[config.mk]
export PLATFORM = sky130hd
export DESIGN_NAME = dataflow_input_sync_ctrl
export DESIGN_NICKNAME = d
export VERILOG_FILES = /design/src/rtl/dataflow_input_sync_ctrl.sv
export SDC_FILE = /design/constraint.sdc
export NUM_CORES = 1
export LEC_CHECK = 0
export ABC_AREA = 0
export CORE_UTILIZATION = 47
export CTS_CLUSTER_SIZE = 40
export DETAILED_ROUTE_END_ITERATION = 10
export PLACE_DENSITY = 0.76
export SKIP_CTS_REPAIR_TIMING = 1
export SLEW_MARGIN = 25
export SYNTH_ARGS = -nofsm -noshare
export SYNTH_HDL_FRONTEND = slang
export SYNTH_SLANG_ARGS = --single-unit
[constraint.sdc]
create_clock -name clock -period 4 [get_ports clock]
set_input_delay 0.6 -clock clock [delete_from_list [all_inputs] [get_ports clock]]
set_output_delay 0.6 -clock clock [all_outputs]
set_load 0.02 [all_outputs]
[src/rtl/dataflow_input_sync_ctrl.sv]
// Start/ready synchroniser for the input processes of a dataflow region.
// The top-level ap_start is fanned out to every input process. Each process's
// ap_ready is latched in a ready flag, and start is withheld from a process once
// it has readied. When every process has readied, one top-level ap_ready is issued.
// A watchdog raises a sticky sync stall, with a vector of the blocked processes,
// when a partial-ready state lasts too long.
//
// state   | meaning
// IDLE    | no iteration in flight, waiting for ap_start
// RUN     | iteration started, no process has readied yet
// PARTIAL | some processes have readied, watchdog counting
// STALL   | partial-ready state outlived STALL_LIMIT cycles
module dataflow_input_sync_ctrl #(
  parameter int PROC_NUM    = 2,
  parameter int WD_W        = 16,
  parameter int STALL_LIMIT = 1024,
  parameter int ITER_W      = 32
) (
  input  logic                clock,
  input  logic                reset,
  input  logic                ap_start,
  output logic                ap_ready,
  output logic [PROC_NUM-1:0] proc_ap_start,
  input  logic [PROC_NUM-1:0] proc_ap_ready,
  output logic [PROC_NUM-1:0] ready_flag,
  output logic                sync_stall,
  output logic [PROC_NUM-1:0] stall_vec,
  output logic [ITER_W-1:0]   iter_cnt
);

  typedef enum logic [1:0] {
    ST_IDLE    = 2'd0,
    ST_RUN     = 2'd1,
    ST_PARTIAL = 2'd2,
    ST_STALL   = 2'd3
  } state_t;

  localparam logic [WD_W-1:0] WD_LAST = WD_W'(STALL_LIMIT - 1);

  state_t              state_q, state_d;
  logic [PROC_NUM-1:0] ready_flag_q, ready_flag_d;
  logic [PROC_NUM-1:0] stall_vec_q, stall_vec_d;
  logic [WD_W-1:0]     wd_q, wd_d;
  logic [ITER_W-1:0]   iter_q, iter_d;
  logic                sync_stall_q, sync_stall_d;

  logic [PROC_NUM-1:0] done;
  logic                all_ready;
  logic                complete;

  // Ready tracking and zero-latency start/ready outputs; reset masks both.
  always_comb begin
    done          = ready_flag_q | proc_ap_ready;
    all_ready     = &done;
    complete      = ap_start & all_ready;
    ap_ready      = complete & ~reset;
    proc_ap_start = reset ? '0 : ({PROC_NUM{ap_start}} & ~ready_flag_q);
  end

  // Next-state: the ready logic only advances while ap_start is high, so a
  // dropped start in PARTIAL/STALL freezes flags, watchdog and state.
  always_comb begin
    state_d      = state_q;
    ready_flag_d = ready_flag_q;
    stall_vec_d  = stall_vec_q;
    wd_d         = wd_q;
    iter_d       = iter_q;
    sync_stall_d = sync_stall_q;

    if (ap_start) begin
      if (all_ready) begin
        // Completion wins over a watchdog expiring in the same cycle.
        state_d      = ST_RUN;
        ready_flag_d = '0;
        stall_vec_d  = '0;
        sync_stall_d = 1'b0;
        wd_d         = '0;
        iter_d       = iter_q + ITER_W'(1);
      end else begin
        // Repeat pulses on an already-set flag are absorbed by the OR.
        ready_flag_d = ready_flag_q | proc_ap_ready;
        unique case (state_q)
          ST_IDLE: state_d = ST_RUN;
          ST_RUN: begin
            if (|done) begin
              state_d = ST_PARTIAL;
              wd_d    = '0;
            end
          end
          ST_PARTIAL: begin
            if (wd_q == WD_LAST) begin
              state_d      = ST_STALL;
              sync_stall_d = 1'b1;
              stall_vec_d  = ready_flag_d;
            end else begin
              wd_d = wd_q + WD_W'(1);
            end
          end
          ST_STALL: stall_vec_d = ready_flag_d;
          default: state_d = ST_IDLE;
        endcase
      end
    end else if (state_q == ST_RUN) begin
      state_d = ST_IDLE;
    end
  end

  // State and output registers with synchronous reset.
  always_ff @(posedge clock) begin
    if (reset) begin
      state_q      <= ST_IDLE;
      ready_flag_q <= '0;
      stall_vec_q  <= '0;
      wd_q         <= '0;
      iter_q       <= '0;
      sync_stall_q <= 1'b0;
    end else begin
      state_q      <= state_d;
      ready_flag_q <= ready_flag_d;
      stall_vec_q  <= stall_vec_d;
      wd_q         <= wd_d;
      iter_q       <= iter_d;
      sync_stall_q <= sync_stall_d;
    end
  end

  assign ready_flag = ready_flag_q;
  assign stall_vec  = stall_vec_q;
  assign sync_stall = sync_stall_q;
  assign iter_cnt   = iter_q;

endmodule

==> results.ini <==
[sta]
tightestPinTransition_ps = 936
final_max_slew_viol_count = 0
period_needed_ps = 2920
max_clock_freq_ghz = 0.342
finalSetupViolCount = 0
slew_headroom_pct = 37.1
fin_crit_sh_pct = 73.1
hold_ws_ps = 480
finClkSkew_ps = 6.75
fin_tns_setup_ps = 0
hold_viol = 0
rsz0062_at_grt = no

[floorplan]
die_h_um = 79.7
boundaryPins = 45
die_area_sq_um = 6350
rows = 27
core-area_sq_um = 5680
dieWidth_um = 79.7
initial_core_util_pct = 50.0

[route]
postRouteAntennaNets = 0
num_vias = 2658
drt_wl_total_um = 6250
vias_per_cell = 5.82
drcViolationCount = 0
drtIter0Drc = 204
drt_pass1_iterations = 4
avgRoutedWirePerCell_um = 13.7

[hold_path]
hold_path.class = reg -> reg

[final_layout]
drive_gt1_share_pct = 5.19
nNetsFinal = 396
instances_no_fill = 457
diodes = 0
fin_util_pct = 60.5
area_growth_pct = 21.1

[yosys]
synth_ff_type = dfxtp_1
ys_top_cells_by_area = dfxtp_1, nor2_1, nand3_1, xor2_1, a21oi_1
synth-seq-cells = 55
ys_warn_count = 0
synth_fp_nets = 356
postSynthCellCount = 345
synth_top_area_share_pct = 38.8
synth_edf_count = 0
synth_top_area_cell = dfxtp_1
syn_area_per_cell_sq_um = 8.22
yosysSeqAreaShare_pct = 38.8
synth_area_sq_um = 2840
synth_cell_type_count = 43
ys_async_sr_fraction_pct = 0

[global_route]
grt_usage_pct = 20.6
grt_pass1_vias = 2288
grt_antenna_before_repair = 0
grt_max_degree = 58
grt.overflow.total = 0
grt_pass1_wl_um = 10500

[critical_path]
cp.required_ps = 3400
start_kind = input pin
critPathMaxStageDelay_ps = 800
critPathTopFamily = buffers and inverters
cp-end-kind = output port
critPathKind = in -> out
crit_chain = clkdlybuf4s50_1 > nand2b_1 > nor2_1 > clkdlybuf4s50_1
reg2reg_slack_ps = 1550
worstPathArrival_ps = 2320
critPathBufInv = 2
crit_slowest_cell = clkdlybuf4s50_1
cpMostUsedCell = clkdlybuf4s50_1
crit_path_max_fanout = 16

[placement]
numPortBuffers = 44
placedCellCount = 450
dp_hpwl_um = 4270
routabilityCongestion = 0.843

[clock_network]
cts.clk_slew.worst_paths_ps = 100
clockBufferDepth = 2
cts_root_buf = clkbuf_8
cts_num_sinks = 55
htreeDepth = 2
clkLatencyLatePin_ps = 310
cts_tree = built
cts_made_buffers = 5

[power_and_ir_drop]
powerDensity_nw_per_um2 = 291
leakage_nw = 1.12
peakVddDrop_v = 0.000170

[run]
maxCapViolations = 0

[run_status]
status = complete, no violations

## layer usage
layer / vias to the layer above / share of wire (%) / track usage, %
li1: 1328 / - / -
met3: 10 / 4.7 / 3.89
met2: 67 / 44 / 30.9
met4: 0 / 1.5 / 7.82
met5: - / 0 / 0
met1: 1253 / 50 / 29.0
## cell type report
| type | instances | area [sq um] |
|---|---|---|
| Fill cell | 513 | 2240 |
| Multi-Input combinational cell | 269 | 1650 |
| Sequential cell | 55 | 1100 |
| Timing Repair Buffer | 47 | 458 |
| Tap cell | 72 | 90.1 |
| Clock buffer | 5 | 68.8 |
| Clock inverter | 2 | 37.5 |
| Inverter | 7 | 26.3 |
## registers in the layout, indices dropped and copies added, names as in the netlist
name,flops
state_q,2
iter_cnt,32
stall_vec,2
wd_q,16
ready_flag,2
sync_stall,1
## tightest hold or removal path, delay by kind of cell, from the launching register on
kind | cells | cell delay [ps]
and+or+nand+nor | 1 | 60
muxes | 1 | 50
DFF | 1 | 340
## path summary, 6_finish.rpt
path	to	from	depth (start not counted)
setup / recovery	ap_ready	ap_start	4
hold / removal	wd_q[15]	wd_q[15]	2
setup reg to reg	wd_q[9]	state_q[1]	7
hold reg to reg	wd_q[15]	wd_q[15]	2
## cell usage after synthesis, types with 2 or more instances
cell type / n
inv_1: 7
mux2_2: 5
buf_2: 2
a31oi_1: 3
nand3_1: 24
mux2i_1: 2
a21boi_0: 5
xor2_1: 12
and4_1: 9
clkbuf_1: 12
nor3_1: 8
dfxtp_1: 55
ha_1: 6
nor3b_1: 5
nor2b_1: 5
or3_1: 12
xnor2_1: 10
or4_1: 6
nor4_1: 6
o31ai_1: 4
o32ai_1: 2
nand4_1: 14
and2_1: 6
nor2_1: 41
o21ai_0: 14
a41oi_1: 2
a21oi_1: 20
and3_1: 5
nand2_1: 23
nand2b_1: 7
## stage by stage
step | setup slack, ps | area [sq um] | power, mW
after floorplan | 1830 | 2840 | 0.621
after global placement | 945 | 3330 | 0.644
after detailed placement | 883 | 3330 | 0.645
after CTS | 1080 | 3440 | 1.01
after global routing | 950 | 3440 | 1.04
final | 1080 | 3440 | 1.00
## kinds of logic (layout without fill, tap and decap cells)
kind of cell / Yosys count / in the layout / share of synthesized area [%]
and+or+nand+nor: 176 / 176 / 33.6
AOI/OAI and AO/OA: 58 / 58 / 12.6
DFF: 55 / 55 / 38.8
xor gates and xnor gates: 22 / 22 / 6.79
buffers and inverters: 21 / 61 / 2.87
muxes: 7 / 7 / 2.69
adders and majority gates: 6 / 6 / 2.65
## layout by cell type, fill, tap and decap left out, types with 2 or more instances in the layout
| cell type | count |
|---|---|
| xor2_1 | 12 |
| buf_4 | 3 |
| or3_1 | 12 |
| mux2_2 | 5 |
| mux2i_1 | 2 |
| ha_1 | 6 |
| nand3_1 | 24 |
| and4_1 | 9 |
| o31ai_1 | 4 |
| a31oi_1 | 3 |
| nor4_1 | 6 |
| a21boi_0 | 5 |
| clkbuf_8 | 5 |
| nor2_1 | 41 |
| xnor2_1 | 10 |
| and3_1 | 5 |
| inv_1 | 7 |
| a41oi_1 | 2 |
| nor3_1 | 8 |
| nand4_1 | 14 |
| a21oi_1 | 20 |
| nand2b_1 | 7 |
| nand2_1 | 23 |
| nor3b_1 | 5 |
| or4_1 | 6 |
| o21ai_0 | 14 |
| and2_1 | 6 |
| o32ai_1 | 2 |
| dfxtp_1 | 55 |
| clkdlybuf4s50_1 | 43 |
| nor2b_1 | 5 |
## report_power, final
group / internal, mW / switching (mW)
clock network: 0.183 / 0.183
logic: 0.0290 / 0.0470
registers: 0.551 / 0.00606
(Power assumes the default switching activity.)
